## src/rtl/w_bank_write_sched_pkg.sv

```systemverilog
// Shared types and constants for the SRAM bank write scheduler.
package w_bank_write_sched_pkg;

    localparam int NUM_REQ   = 16;
    localparam int SEL_W     = 5;
    localparam int PTR_W     = 4;
    localparam int LEN_W_DEF = 8;

    // Out-of-range select parks the write mux with CEN=1 / WEN=1.
    localparam logic [SEL_W-1:0] SEL_IDLE = SEL_W'(NUM_REQ);

    typedef enum logic [1:0] {
        ST_IDLE = 2'd0,
        ST_RUN  = 2'd1,
        ST_FIN  = 2'd2
    } state_e;

endpackage

```

## src/rtl/w_bank_write_sched_rr_arbiter_16.sv

```systemverilog
// Combinational rotate-priority encoder: first set request at or above the pointer, wrapping.
module rr_arbiter_16
    import w_bank_write_sched_pkg::*;
(
    input  logic [NUM_REQ-1:0] i_req,
    input  logic [PTR_W-1:0]   i_ptr,
    output logic [NUM_REQ-1:0] o_gnt,
    output logic [PTR_W-1:0]   o_idx,
    output logic               o_found
);

    logic [PTR_W-1:0] w_cand;
    logic             w_found;
    logic [PTR_W-1:0] w_idx;

    // The 4-bit add wraps naturally at NUM_REQ-1 -> 0.
    always_comb begin
        w_cand  = '0;
        w_found = 1'b0;
        w_idx   = '0;
        for (int i = 0; i < NUM_REQ; i++) begin
            w_cand = i_ptr + PTR_W'(i);
            if (!w_found && i_req[w_cand]) begin
                w_found = 1'b1;
                w_idx   = w_cand;
            end
        end
    end

    assign o_found = w_found;
    assign o_idx   = w_idx;
    assign o_gnt   = w_found ? (NUM_REQ'(1) << w_idx) : '0;

endmodule

```

## src/rtl/w_bank_write_sched.sv

```systemverilog
// Round-robin write scheduler for one SRAM bank write port shared by 16 lanes.
// Optional W_SCHED_STAT_EN adds saturating stall_cnt / grant_cnt outputs.
module w_bank_write_sched
    import w_bank_write_sched_pkg::*;
#(
    parameter int LEN_W = LEN_W_DEF
) (
    input  logic               clk,
    input  logic               rst,
    input  logic               start,
    input  logic [LEN_W-1:0]   batch_len,
    input  logic [NUM_REQ-1:0] req_valid,
    output logic [NUM_REQ-1:0] gnt,
    output logic [SEL_W-1:0]   sel_out,
    output logic               w_enable_out,
    output logic               busy,
    output logic               done,
`ifdef W_SCHED_STAT_EN
    output logic [15:0]        stall_cnt,
    output logic [15:0]        grant_cnt,
`endif
    output logic [1:0]         o_dbg_state
);

    state_e             r_state;
    state_e             w_next_state;
    logic [PTR_W-1:0]   r_rr_ptr;
    logic [LEN_W-1:0]   r_remain;

    logic [NUM_REQ-1:0] w_arb_gnt;
    logic [PTR_W-1:0]   w_arb_idx;
    logic               w_arb_found;
    logic               w_grant;
    logic               w_accept;

    rr_arbiter_16 u_arb (
        .i_req   (req_valid),
        .i_ptr   (r_rr_ptr),
        .o_gnt   (w_arb_gnt),
        .o_idx   (w_arb_idx),
        .o_found (w_arb_found)
    );

    assign w_grant  = (r_state == ST_RUN) && w_arb_found;
    assign w_accept = (r_state == ST_IDLE) && start;

    always_ff @(posedge clk) begin
        if (rst) r_state <= ST_IDLE;
        else     r_state <= w_next_state;
    end

    always_comb begin
        w_next_state = r_state;
        case (r_state)
            ST_IDLE: if (start) w_next_state = (batch_len != '0) ? ST_RUN : ST_FIN;
            ST_RUN:  if (w_grant && (r_remain == LEN_W'(1))) w_next_state = ST_FIN;
            ST_FIN:  w_next_state = ST_IDLE;
            default: w_next_state = ST_IDLE;
        endcase
    end

    always_comb begin
        gnt          = w_grant ? w_arb_gnt : '0;
        sel_out      = w_grant ? {1'b0, w_arb_idx} : SEL_IDLE;
        w_enable_out = w_grant;
        busy         = (r_state == ST_RUN);
        done         = (r_state == ST_FIN);
        o_dbg_state  = r_state;
    end

    // rr_ptr deliberately survives across batches; only rst clears it.
    always_ff @(posedge clk) begin
        if (rst) begin
            r_rr_ptr <= '0;
            r_remain <= '0;
        end else if (w_accept && (batch_len != '0)) begin
            r_remain <= batch_len;
        end else if (w_grant) begin
            r_rr_ptr <= w_arb_idx + PTR_W'(1);
            r_remain <= r_remain - LEN_W'(1);
        end
    end

`ifdef W_SCHED_STAT_EN
    logic [15:0] r_stall_cnt;
    logic [15:0] r_grant_cnt;

    always_ff @(posedge clk) begin
        if (rst || w_accept) begin
            r_stall_cnt <= '0;
            r_grant_cnt <= '0;
        end else begin
            if ((r_state == ST_RUN) && (req_valid == '0) && (r_stall_cnt != 16'hFFFF))
                r_stall_cnt <= r_stall_cnt + 16'd1;
            if (w_grant && (r_grant_cnt != 16'hFFFF))
                r_grant_cnt <= r_grant_cnt + 16'd1;
        end
    end

    assign stall_cnt = r_stall_cnt;
    assign grant_cnt = r_grant_cnt;
`endif

endmodule

```

## config.mk

```make
export PLATFORM = sky130hd
export DESIGN_NAME = w_bank_write_sched
export DESIGN_NICKNAME = d
export VERILOG_FILES = /design/src/rtl/w_bank_write_sched_pkg.sv /design/src/rtl/w_bank_write_sched_rr_arbiter_16.sv /design/src/rtl/w_bank_write_sched.sv
export SDC_FILE = /design/constraint.sdc
export NUM_CORES = 1
export LEC_CHECK = 0
export ABC_AREA = 1
export BUFFER_PORTS_ARGS = -buffer_cell sky130_fd_sc_hd__buf_4
export CAP_MARGIN = 20
export CORE_MARGIN = 2
export CORE_UTILIZATION = 60
export DETAILED_ROUTE_END_ITERATION = 8
export PLACE_DENSITY = 0.85
export SYNTH_ARGS = -nofsm -noshare
export SYNTH_HDL_FRONTEND = slang
export SYNTH_HIERARCHICAL = 1
export SYNTH_SLANG_ARGS = --single-unit
```

## constraint.sdc

```tcl
create_clock -name clk -period 7.45 [get_ports clk]
set_input_delay 0.3725 -clock clk [delete_from_list [all_inputs] [get_ports clk]]
set_output_delay 0.3725 -clock clk [all_outputs]
set_load 0.005 [all_outputs]
```

## Yosys cells after proc, flatten, opt, wreduce, memory -nomap -nowiden

Index checks and enable logic that the tools add are counted.

| word-level totals | value |
|---|---|
| bits in registers | 14 |
| word-level logic and storage cells | 155 |

| cells by class | value |
|---|---|
| magnitude comparators | 16 |
| bitwise gates (word level) | 1 |
| reduce and logical (&&, ||, !) cells | 39 |
| equal/unequal tests | 5 |
| shifts and indexed selects | 1 |
| $add $sub $neg | 17 |
| mux-type cells | 73 |

Operator list:

| operator | count |
|---|---|
| less-than comparator 4 x 5 -> 1 bit (second input constant) | 16 |
| binary-select mux 1 bit (select 4 bit) | 16 |
| two-way mux 4 bit | 16 |
| adder 4 bit (second input constant) | 8 |
| two-way mux 1 bit | 32 |
| two-way mux 16 bit | 2 |
| logical AND 1 bit | 19 |
| adder 4 x 3 -> 4 bit (second input constant) | 4 |
| two-way mux 8 bit | 2 |
| << shifter 1 x 4 -> 16 bit (first input constant) | 1 |
| logical NOT 1 bit | 15 |
| adder 4 x 1 -> 4 bit (second input constant) | 2 |
| adder 4 x 2 -> 4 bit (second input constant) | 2 |
| equality test 8 x 1 -> 1 bit (second input constant) | 1 |
| nonzero test 8 bit | 1 |
| subtractor 8 x 1 -> 8 bit (second input constant) | 1 |
| two-way mux 2 bit | 3 |
| two-way mux 5 bit | 1 |
| one-hot mux 2 bit (2 select lines) | 1 |
| AND reduction 2 bit | 2 |
| equality test 2 x 1 -> 1 bit (second input constant) | 1 |
| equality test 2 bit (second input constant) | 1 |
| logical NOT 2 bit | 1 |
| inequality test 2 x 1 -> 1 bit (second input constant) | 1 |
| other kinds (3) | 3 |

## Logic depth before layout (Yosys ltp)

Gate-level depths: netlist of run 1.

| depth | value |
|---|---|
| word-level depth | 52 |
| depth in mapped cells | 31 |
| gate-level depth less buffers | 30 |

## Hierarchy

The synthesis of run 1 kept the hierarchy.

By module, submodules not included:

| module | area an instance (sq um) | sequential area each (sq um) | times used | cells each |
|---|---|---|---|---|
| rr_arbiter_16 | 1959.4 | 0.0 | 1 | 402 |
| w_bank_write_sched | 1043.5 | 280.3 | 1 | 176 |

## Worst setup path after synthesis of run 1

Ideal clock, no wire load.

| path | value |
|---|---|
| path type | reg-to-output |
| from | register r_rr_ptr[1] |
| to | output port gnt[12] |
| required time | 7.078 ns |
| slack | 3.610 ns |
| arrival time | 3.467 ns |
| cell stages (with the launch flop) | 26 |
| path through | dfxtp_1 > inv_1 > buf_2 > ha_1 > inv_1 > buf_2 > nand3_1 > nand3_1 > nand2_1 > nand2_1 > nand2_2 > nor2_8 > nand4_4 > nor2_4 > nand4_4 > nor2_4 > nand4_2 > nor2_1 > nand2_1 > nand2_1 > nor2_1 > o21bai_2 > nand2_1 > nor2_1 > inv_1 > nor2_1 |

| between the ends | value |
|---|---|
| word-level cells in the longest chain between the ends | 51 |

RTL lines:

| what | RTL line | RTL |
|---|---|---|
| start, declared | w_bank_write_sched.sv:27 | `logic [PTR_W-1:0] r_rr_ptr;` |
| start signal, assigned | w_bank_write_sched.sv:79 | `r_rr_ptr <= w_arb_idx + PTR_W'(1);` |
| parallel branches: the longest is 47 deep, another holds adder 4 x 1 -> 4 bit | - |  |
| two-way mux 4 bit (*) | w_bank_write_sched_rr_arbiter_16.sv:23 | `if (!w_found && i_req[w_cand]) begin` |
| via w_arb_idx[2] | w_bank_write_sched.sv:31 | `logic [PTR_W-1:0] w_arb_idx;` |
| << shifter 1 x 4 -> 16 bit (*) | w_bank_write_sched_rr_arbiter_16.sv:32 | `assign o_gnt = w_found ? (NUM_REQ'(1) << w_idx) : '0;` |
| two-way mux 16 bit (*) | w_bank_write_sched_rr_arbiter_16.sv:32 |  |
| via w_arb_gnt[12] | w_bank_write_sched.sv:30 | `logic [NUM_REQ-1:0] w_arb_gnt;` |
| two-way mux 16 bit (*) | w_bank_write_sched.sv:63 | `gnt = w_grant ? w_arb_gnt : '0;` |
| end, declared | w_bank_write_sched.sv:13 | `output logic [NUM_REQ-1:0] gnt,` |

Mark *: on every way through the listed nets, which the timed path passes. The select of a mux whose other input is x is not followed.

## Worst setup path after layout of run 1

| path | value |
|---|---|
| from | register r_rr_ptr[0] |
| to | output port gnt[14] |

The elaborated chain is that of the path after synthesis.

==> results of run 1 <==
-- layer usage --
| metal | vias to the layer above | track usage | wire length, µm |
|---|---|---|---|
| met5 | - | 0 | 0 |
| met4 | 0 | 0.0853 | 272 |
| met3 | 37 | 0.0375 | 685 |
| met2 | 193 | 0.578 | 4360 |
| met1 | 1730 | 0.501 | 4370 |
| li1 | 1935 | - | - |
-- state kept, by name, indices dropped and copies added (netlist names) --
name         count
r_rr_ptr         4
o_dbg_state      2
r_remain         8
-- cell usage after synthesis (7+ instances only) --
| master | number | area, µm² |
|---|---|---|
| dfxtp_1 | 14 | 280 |
| a21oi_1 | 11 | 55.1 |
| buf_2 | 9 | 45.0 |
| nand2_1 | 174 | 653 |
| nand3_1 | 116 | 581 |
| xor2_1 | 10 | 87.6 |
| inv_1 | 75 | 282 |
| ha_1 | 11 | 138 |
| nand4_1 | 13 | 81.3 |
| nor2_1 | 83 | 312 |
| o21ai_0 | 7 | 35.0 |
-- critical path, stage by stage (launching register included) --
cell and delay, ns:
dfxtp_1 0.86, inv_2 0.32, ha_1 0.56, inv_1 0.38
nand3_1 0.16, nand3_1 0.14, nand3_1 0.09, nand2_1 0.20
nand4_1 0.18, nor2_1 0.22, nand4_1 0.15, nor2_1 0.19
nand4_1 0.14, nor2_1 0.25, nand2_1 0.11, nand3_1 0.11
nor2_1 0.06, o21bai_2 0.27, nand2_1 0.13, nor2_1 0.12
inv_1 0.05, nor2_1 0.09, buf_4 0.11
-- area by class of cell --
type	instances	area, µm²
tap	67	83.8
fill	435	1340
sequential	14	280
timing repair buffer	52	390
clock buffer	4	55.1
inverter	82	310
multi-input combinational	468	2330
-- worst min-delay path by stage --
| stage | from | endpoint | slack, ns | cells after the start |
|---|---|---|---|---|
| after floorplan | r_remain[7] | r_remain[7] | 0.46 | 2 |
| after global placement | r_remain[7] | r_remain[7] | 0.47 | 2 |
| after detailed placement | r_remain[7] | r_remain[7] | 0.47 | 2 |
| after CTS | rst | r_remain[7] | 0.34 | 2 |
| after global routing | rst | o_dbg_state[0] | 0.36 | 2 |
| final | rst | o_dbg_state[0] | 0.35 | 2 |
-- stage by stage --
stage / cells / total power [mW] / setup WS [ns] / instance area [µm²]
floorplan: 578 / 1.13 / 3.61 / 3000
global placement: 683 / 1.43 / 2.34 / 3390
detailed placement: 683 / 1.44 / 2.27 / 3390
CTS: 687 / 1.52 / 1.99 / 3450
global route: 687 / 1.72 / 1.32 / 3450
finish: 687 / 1.56 / 1.91 / 3450
-- logic make-up (layout without fill, tap and decap cells) --
logic type / after synthesis / count (layout) / share of synthesized area
fa+ha+maj: 11 / 11 / 0.0458
compound gates: 30 / 30 / 0.0600
simple gates: 415 / 415 / 0.635
buf+inv: 96 / 138 / 0.131
flops: 14 / 14 / 0.0933
xor+xnor: 12 / 12 / 0.0350
-- power groups by stage --
| stage | clock network, mW | registers [mW] | logic [mW] |
|---|---|---|---|
| after global placement | 0 | 0.128 | 1.30 |
| after detailed placement | 0 | 0.131 | 1.31 |
| final | 0.0753 | 0.130 | 1.36 |
| after global routing | 0.0775 | 0.132 | 1.51 |
| after CTS | 0.0749 | 0.129 | 1.32 |
| after floorplan | 0 | 0.104 | 1.02 |
-- cells in the final DEF, fill, tap and decap left out, drive strengths merged, types with 2 or more instances in the layout --
cell type / Yosys / layout
nand4: 16 / 16
ha: 11 / 11
xnor2: 2 / 2
nor3: 3 / 3
nand3: 117 / 117
inv: 81 / 81
nand3b: 2 / 2
a21oi: 11 / 11
nor2: 92 / 92
clkbuf: 1 / 4
or2: 2 / 2
and2: 2 / 2
nand2: 179 / 179
o21a: 3 / 3
dfxtp: 14 / 14
o21ai: 11 / 11
buf: 13 / 52
xor2: 10 / 10
==> results.yml, run 1 <==
setup_path:
  required_ns: 7.08
  timing.reg2reg.setup_slack_ns: 2.38
  timing.rr.end: "r_rr_ptr[3]"
  cp-startpoint: "r_rr_ptr[0]"
  worstSetupStartpointType: "flip-flop"
  crit_end: "gnt[14]"
  cp_max_fo: 24
  worst-setup-path-type: "reg2out"
  end_kind: "output pin"
  r2r-start: "r_rr_ptr[0]"
  arrival_ns: 5.17
  ff2ff_path_depth: 22
yosys:
  syn_nets: 616
  synth_warnings: 6
  syn_avg_cell_area_um2: 5.20
  yosysUniqueCellTypes: 41
  async_reset_ff_frac: 0
  synth_seq_cells: 14
  synthCells: 578
  ys.flop_type: "dfxtp_1"
  syn_area_um2: 3000
  synth_edf_count: 0
  ys_seq_area_frac: 0.0933
run_status:
  status: "completed"
power_and_ir_drop:
  power.density_nw_per_um2: 452
  cellLeakagePower_nw: 1.86
  switching_share: 0.656
  pwr-share-clk: 0.048
  p_comb_frac: 0.868
  p_seq_frac: 0.083
  ir_worst_vdd_v: 0.000225
  p_switching_mw: 1.02
  internal_power_mw: 0.536
floorplan:
  io_pins: 53
  die_w_um: 74.7
  num_rows: 25
  die_area_um2: 5590
  die_y_um: 74.7
  fp.coreArea_um2: 4790
  initial_core_util: 0.627
detailed_routing:
  drt_iter0_markers: 387
  via_per_inst: 5.67
  vias: 3895
  wl_per_cell_um: 14.1
  drc_errors: 0
  ant_nets: 0
  wl_mm: 9.69
  drtPass1Iterations: 7
cts:
  clk_latency_ns: 0.25
  cts_resized: 0
  clkTransAtPathRegs_ns: 0.06
  post_cts_buffers: 0
  cts_sinks: 14
  hold_buffers: 0
  root_buffer: "clkbuf_8"
  cts_made_buffers: 3
  h-tree-depth: 1
  cts_tree: "built"
  clock_path_buffers: 2
layout:
  finalCoreUtilization: 0.721
  antenna_cells: 0
  layout-drive-gt1-share: 0.137
  fin_nets: 659
  area_growth_syn_to_layout_pct: 14.9
flow_run:
  maxCapViolations: 0
sta:
  grt_setup_unrepaired: "no"
  fmaxAchievable_mhz: 180
  clock_skew_ns: 0.000850
  tightestPinTransition_ns: 0.825
  drv_slew: 0
  setup_viol: 0
  hold_violations: 0
  final.setup.tns_ns: 0
  relSlewSlack: 0.449
  layout_min_cycle_time_ns: 5.54
  hold_slack_ns: 0.347
  fin_crit_sh: 0.744
place:
  dp_hpwl_mm: 7.76
  gp_congestion: 0.994
  numPortBuffers: 52
global_route:
  grt_usage: 0.354
  grt_max_degree: 29
  grt_antenna_before_repair: 0
  grt_pass1_vias: 3349
  overflow: 0
  grt_pass1_wl_mm: 15.5
worst_hold_path:
  holdCritPathClass: "in2reg"
Note: power is estimated with default switching activity, not from simulation.
==> inputs of run 2 (changes only) <==
--- a/config.mk
+++ b/config.mk
@@ -5,13 +5,13 @@
 export SDC_FILE = /design/constraint.sdc
 export NUM_CORES = 1
 export LEC_CHECK = 0
-export ABC_AREA = 1
+export ABC_AREA = 0
 export BUFFER_PORTS_ARGS = -buffer_cell sky130_fd_sc_hd__buf_4
 export CAP_MARGIN = 20
 export CORE_MARGIN = 2
 export CORE_UTILIZATION = 60
 export DETAILED_ROUTE_END_ITERATION = 8
-export PLACE_DENSITY = 0.85
+export PLACE_DENSITY = 0.83
 export SYNTH_ARGS = -nofsm -noshare
 export SYNTH_HDL_FRONTEND = slang
 export SYNTH_HIERARCHICAL = 1
==> constraint.sdc (replaced) <==
create_clock -name clk -period 5.2 [get_ports clk]
set_input_delay 0.26 -clock clk [delete_from_list [all_inputs] [get_ports clk]]
set_output_delay 0.26 -clock clk [all_outputs]
set_load 0.005 [all_outputs]
==> results.yml, run 2 <==
run_status:
  status: "completed"
setup_path:
  arrival_ns: 4.68
  cp_max_fo: 23
  crit_end: "gnt[14]"
  critPathTopFamily: "simple AND/OR/NAND/NOR gates"
  critPathMaxStageDelay_ns: 0.83
  cp.depth: 13
  timing.rr.end: "r_remain[5]"
  r2r-start: "r_rr_ptr[1]"
  cp-startpoint: "r_rr_ptr[1]"
  timing.reg2reg.setup_slack_ns: 0.43
  slowest_stage: "xnor2_1"
  crit_chain: "buf_4 > ha_1 > xnor2_1 > mux4_2 > nand4b_1 > o211ai_1 > a221oi_1 > a22o_1 > inv_1 > or3_4 > nor3_2 > and2_1 > buf_4"
  end_kind: "output pin"
  crit_top_cell: "buf_4"
  worstSetupStartpointType: "flip-flop"
  path_buf_inv: 3
  required_ns: 4.94
  worst-setup-path-type: "reg2out"
  ff2ff_path_depth: 14
cts:
  cts_resized: 0
  clk_latency_ns: 0.25
  cts_made_buffers: 3
  clock_path_buffers: 2
  cts_sinks: 14
  clkTransAtPathRegs_ns: 0.06
  cts_tree: "built"
  post_cts_buffers: 0
  h-tree-depth: 1
  root_buffer: "clkbuf_8"
  hold_buffers: 0
layout:
  antenna_cells: 0
  layout-drive-gt1-share: 0.311
  area_growth_syn_to_layout_pct: 12.8
  largest_reg_flops: 8
  fin_area_um2: 4390
  top_register: "r_remain"
  layout_commonest_cell: "buf_4"
  fin_nets: 524
  final_cell_mix: "buf_4, nand2_1, nor2_1"
yosys:
  async_reset_ff_frac: 0
  yosysUniqueCellTypes: 85
  synthTopCellsByArea: "mux4_2, mux4_1, dfxtp_1"
  syn_area_um2: 3890
  syn_avg_cell_area_um2: 8.86
  synth_seq_cells: 14
  ys.flop_type: "dfxtp_1"
  synth_top_area_frac: 0.127
  yosysMostFrequentCell: "nand2_1"
  synth_edf_count: 0
  synthCells: 439
  ys_seq_area_frac: 0.0721
  yosys-top-cells-count: "nand2_1, nor2_1, mux2i_1"
  synth_top_cell_by_area: "mux4_2"
  synth_warnings: 6
  syn_nets: 477
detailed_routing:
  wl_per_cell_um: 22.9
  drc_errors: 0
  via_per_inst: 7.26
  vias: 4080
  wl_mm: 12.9
  drtPass1Iterations: 5
  ant_nets: 0
  drt_iter0_markers: 362
place:
  gp_congestion: 1.04
  dpl_cell_area_um2: 4330
  dp_hpwl_mm: 9.58
  numPortBuffers: 52
global_route:
  grt_pass1_vias: 3885
  overflow: 0
  grt_antenna_before_repair: 0
  grt_usage: 0.357
  grt_max_degree: 46
  grt_pass1_wl_mm: 20.7
sta:
  fin_crit_sh: 0.950
  clock_skew_ns: 0.00175
  layout_min_cycle_time_ns: 4.94
  drv_slew: 0
  setup_viol: 0
  final.setup.tns_ns: 0
  fmaxAchievable_mhz: 202
  grt_setup_unrepaired: "no"
  hold_violations: 0
  tightestPinTransition_ns: 0.995
  relSlewSlack: 0.332
power_and_ir_drop:
  power.density_nw_per_um2: 580
  ir_worst_vdd_v: 0.000475
  cellLeakagePower_nw: 1.64
floorplan:
  io_pins: 53
  die_y_um: 84.5
  num_rows: 29
  fp.coreArea_um2: 6310
  die_w_um: 84.5
  die_area_um2: 7140
  initial_core_util: 0.616
worst_hold_path:
  holdCritPathClass: "in2reg"
  min_from: "batch_len[3]"
flow_run:
  maxCapViolations: 0
==> run 2: how the worst min path moves through the flow <==
| stage | endpoint | slack, ns | depth (start not counted) |
|---|---|---|---|
| final | r_remain[3] | 0.29 | 3 |
| after global placement | r_remain[7] | 0.47 | 2 |
| after detailed placement | r_remain[7] | 0.47 | 2 |
| after global routing | r_remain[2] | 0.30 | 3 |
| after CTS | r_remain[3] | 0.28 | 3 |
| after floorplan | r_rr_ptr[3] | 0.33 | 1 |
==> run 2: metal layers <==
layer	vias to the layer above	routed length, µm	track usage
met5	-	0	0
met4	0	363	0.0938
met1	1927	5210	0.515
li1	1830	-	-
met3	38	1440	0.0669
met2	285	5860	0.551
==> run 2: worst register-to-register path: cells and delay by family, from the launching register on <==
kind	cells	cell delay, ns
mux	2	1.17
compound gates	2	0.24
buf+inv	4	1.12
simple gates	5	1.38
fa+ha+maj	1	0.39
flops	1	0.34
==> run 2: final cells by class <==
class                   count  area [µm²]
multi-input cells         385        3390
fillers                   523        1930
repair buffers             65         500
flip-flops and latches     14         282
well taps                  77        96.3
inverters                  17        63.8
clock buffers               4        55.1
==> run 2: metrics by stage <==
| step | setup WS (ns) | hold WS [ns] | power [mW] | cells | utilization |
|---|---|---|---|---|---|
| 3_3_place_gp | 0.719 | 0.470 | 2.33 | 558 | 0.686 |
| 6_report | 0.258 | 0.285 | 2.54 | 562 | 0.695 |
| 3_5_place_dp | 0.551 | 0.473 | 2.34 | 558 | 0.686 |
| 5_1_grt | 0.00532 | 0.297 | 2.68 | 562 | 0.695 |
| 2_1_floorplan | 0.628 | 0.333 | 1.79 | 439 | - |
| 4_1_cts | 0.353 | 0.285 | 2.46 | 562 | 0.695 |
==> run 2: logic make-up (layout without fill, tap and decap cells) <==
group | count (synthesis) | in the layout | synth area share
buffers and inverters | 40 | 86 | 0.0560
and+or+nand+nor | 174 | 174 | 0.266
xor gates and xnor gates | 13 | 13 | 0.0293
DFF | 14 | 14 | 0.0721
AOI/OAI and AO/OA | 105 | 105 | 0.196
adders and majority gates | 11 | 11 | 0.0354
muxes | 82 | 82 | 0.346
==> run 2: report_power, final <==
group	internal, mW	switching, mW
clock	0.0671	0.0397
combinational	0.870	1.42
sequential	0.125	0.0244
==> inputs of run 3 (changes only) <==
--- a/config.mk
+++ b/config.mk
@@ -12,7 +12,7 @@
 export CORE_UTILIZATION = 60
 export DETAILED_ROUTE_END_ITERATION = 8
 export PLACE_DENSITY = 0.83
+export SETUP_SLACK_MARGIN = 0.05
 export SYNTH_ARGS = -nofsm -noshare
 export SYNTH_HDL_FRONTEND = slang
-export SYNTH_HIERARCHICAL = 1
 export SYNTH_SLANG_ARGS = --single-unit
==> results.yml, run 3 <==
run_status:
  status: "completed"
sta:
  layout_min_cycle_time_ns: 4.87
  tightestPinTransition_ns: 0.916
  fin_crit_sh: 0.936
  hold_violations: 0
  drv_slew: 0
  fmaxAchievable_mhz: 205
  setup_viol: 0
  grt_setup_unrepaired: "no"
  final.setup.tns_ns: 0
  clock_skew_ns: 0.000953
  relSlewSlack: 0.385
yosys:
  synth_top_cell_by_area: "mux4_2"
  synth_edf_count: 0
  syn_nets: 485
  syn_area_um2: 3800
  ys_seq_area_frac: 0.0738
  synthTopCellsByArea: "mux4_2, dfxtp_1, mux2_2"
  synth_warnings: 0
  synthCells: 448
  ys.flop_type: "dfxtp_1"
  yosysMostFrequentCell: "nand2_1"
  async_reset_ff_frac: 0
  yosysUniqueCellTypes: 91
  synth_top_area_frac: 0.184
  syn_avg_cell_area_um2: 8.48
  yosys-top-cells-count: "nand2_1, nor2_1, mux4_2"
  synth_seq_cells: 14
detailed_routing:
  via_per_inst: 7.28
  drtPass1Iterations: 5
  drc_errors: 0
  ant_nets: 0
  vias: 4104
  wl_mm: 12.3
  drt_iter0_markers: 423
  wl_per_cell_um: 21.8
cts:
  clk_latency_ns: 0.25
  post_cts_buffers: 0
  cts_sinks: 14
  clock_path_buffers: 2
  cts_resized: 0
  h-tree-depth: 1
  hold_buffers: 0
  cts_tree: "built"
  cts_made_buffers: 3
  root_buffer: "clkbuf_8"
  clkTransAtPathRegs_ns: 0.06
setup_path:
  r2r-start: "r_rr_ptr[2]"
  arrival_ns: 4.61
  end_kind: "output pin"
  worst-setup-path-type: "reg2out"
  timing.rr.end: "r_rr_ptr[2]"
  worstSetupStartpointType: "flip-flop"
  timing.reg2reg.setup_slack_ns: 0.82
  cp_max_fo: 14
  required_ns: 4.94
  ff2ff_path_depth: 14
floorplan:
  die_y_um: 83.6
  die_area_um2: 6980
  fp.coreArea_um2: 6030
  io_pins: 53
  initial_core_util: 0.630
  die_w_um: 83.6
  num_rows: 28
layout:
  fin_area_um2: 4290
  regArea_um2: 282
  area_growth_syn_to_layout_pct: 13.0
  stdcell_count: 564
  layout-drive-gt1-share: 0.313
  fillers: 478
  fin_nets: 527
  layout_commonest_cell: "buf_4"
  top_register: "r_remain"
  multi_input_area_um2: 3300
  antenna_cells: 0
  final_cell_mix: "buf_4, nand2_1, nor2_1"
  largest_reg_flops: 8
global_route:
  grt_antenna_before_repair: 0
  grt_pass1_wl_mm: 20.0
  overflow: 0
  grt_max_degree: 36
  grt_pass1_vias: 3979
  grt_usage: 0.346
place:
  dpl_cell_area_um2: 4210
  gp_congestion: 1.04
  dp.cells: 560
  dp_hpwl_mm: 9.41
  numPortBuffers: 52
worst_hold_path:
  min_path_cells: 3
  holdCritPathClass: "in2reg"
  min_from: "batch_len[1]"
  worstHoldEndpoint: "r_remain[1]"
flow_run:
  maxCapViolations: 0
-- run 3: cell count changes after synthesis, moves of 5 or more --
cell and delta:
and2_1 -19, mux4_1 -12, mux4_2 +9, nor3_1 +7, nor3_2 -7, a31oi_1 -6
nor2_1 +6, o21ai_0 -6, a21boi_0 +5, a21oi_1 +5
-- run 3: layout make-up --
| cell class | instances | share of cell area |
|---|---|---|
| Sequential cell | 14 | 0.0656 |
| Inverter | 18 | 0.0157 |
| Clock buffer | 4 | 0.0128 |
| Timing Repair Buffer | 65 | 0.115 |
| Tap cell | 75 | 0.0219 |
| Multi-Input combinational cell | 388 | 0.769 |
-- run 3: worst max-delay path, cell delays in order, from the launching register on --
cell and delay (ns):
dfxtp_1 0.47, clkinv_1 0.37, ha_1 0.31, a21oi_1 0.17, xnor2_1 0.29, mux4_2 0.79, a221oi_2 0.45, a2111oi_4 0.11
or4_1 0.58, o2111ai_2 0.18, inv_2 0.07, nor2_1 0.11, ha_1 0.15, nand2_1 0.06, a21oi_1 0.13, buf_4 0.13
-- run 3: worst max path at each step --
stage,endpoint,startpoint,slack [ns],cells after the start
5_1_grt,gnt[15],r_rr_ptr[2],0.07,15
6_report,gnt[15],r_rr_ptr[2],0.33,15
4_1_cts,gnt[1],r_rr_ptr[0],0.15,13
3_5_place_dp,gnt[3],r_rr_ptr[0],0.44,13
3_3_place_gp,gnt[3],r_rr_ptr[1],0.48,13
2_1_floorplan,gnt[15],r_rr_ptr[1],0.27,19
-- run 3: kinds of logic (layout without fill, tap and decap cells) --
logic type,Yosys count,count (layout),synth area share
AND/OR/NAND/NOR,170,170,0.240
flip-flops,14,14,0.0738
adder cells (fa/ha/maj),10,10,0.0329
buffers and inverters,46,87,0.0626
multiplexers,80,80,0.326
AO/OA/AOI/OAI,116,116,0.236
XOR/XNOR,12,12,0.0297
-- run 3: routing by layer --
| metal | wire length, µm | global-route usage | vias up |
|---|---|---|---|
| met1 | 4950 | 0.478 | 1960 |
| met3 | 1270 | 0.0653 | 34 |
| met4 | 396 | 0.104 | 0 |
| met2 | 5660 | 0.551 | 266 |
| li1 | - | - | 1844 |
| met5 | 0 | 0 | - |
-- run 3: stage by stage --
stage | hold WS, ns | util | setup slack [ns]
final | 0.248 | 0.712 | 0.331
after floorplan | 0.325 | - | 0.271
after detailed placement | 0.486 | 0.699 | 0.441
after global routing | 0.267 | 0.712 | 0.0653
after CTS | 0.247 | 0.708 | 0.146
after global placement | 0.455 | 0.699 | 0.483
Power of run 3 is not shown: default switching activity piles up to over one toggle a cycle in this logic, so the estimate is an artifact.
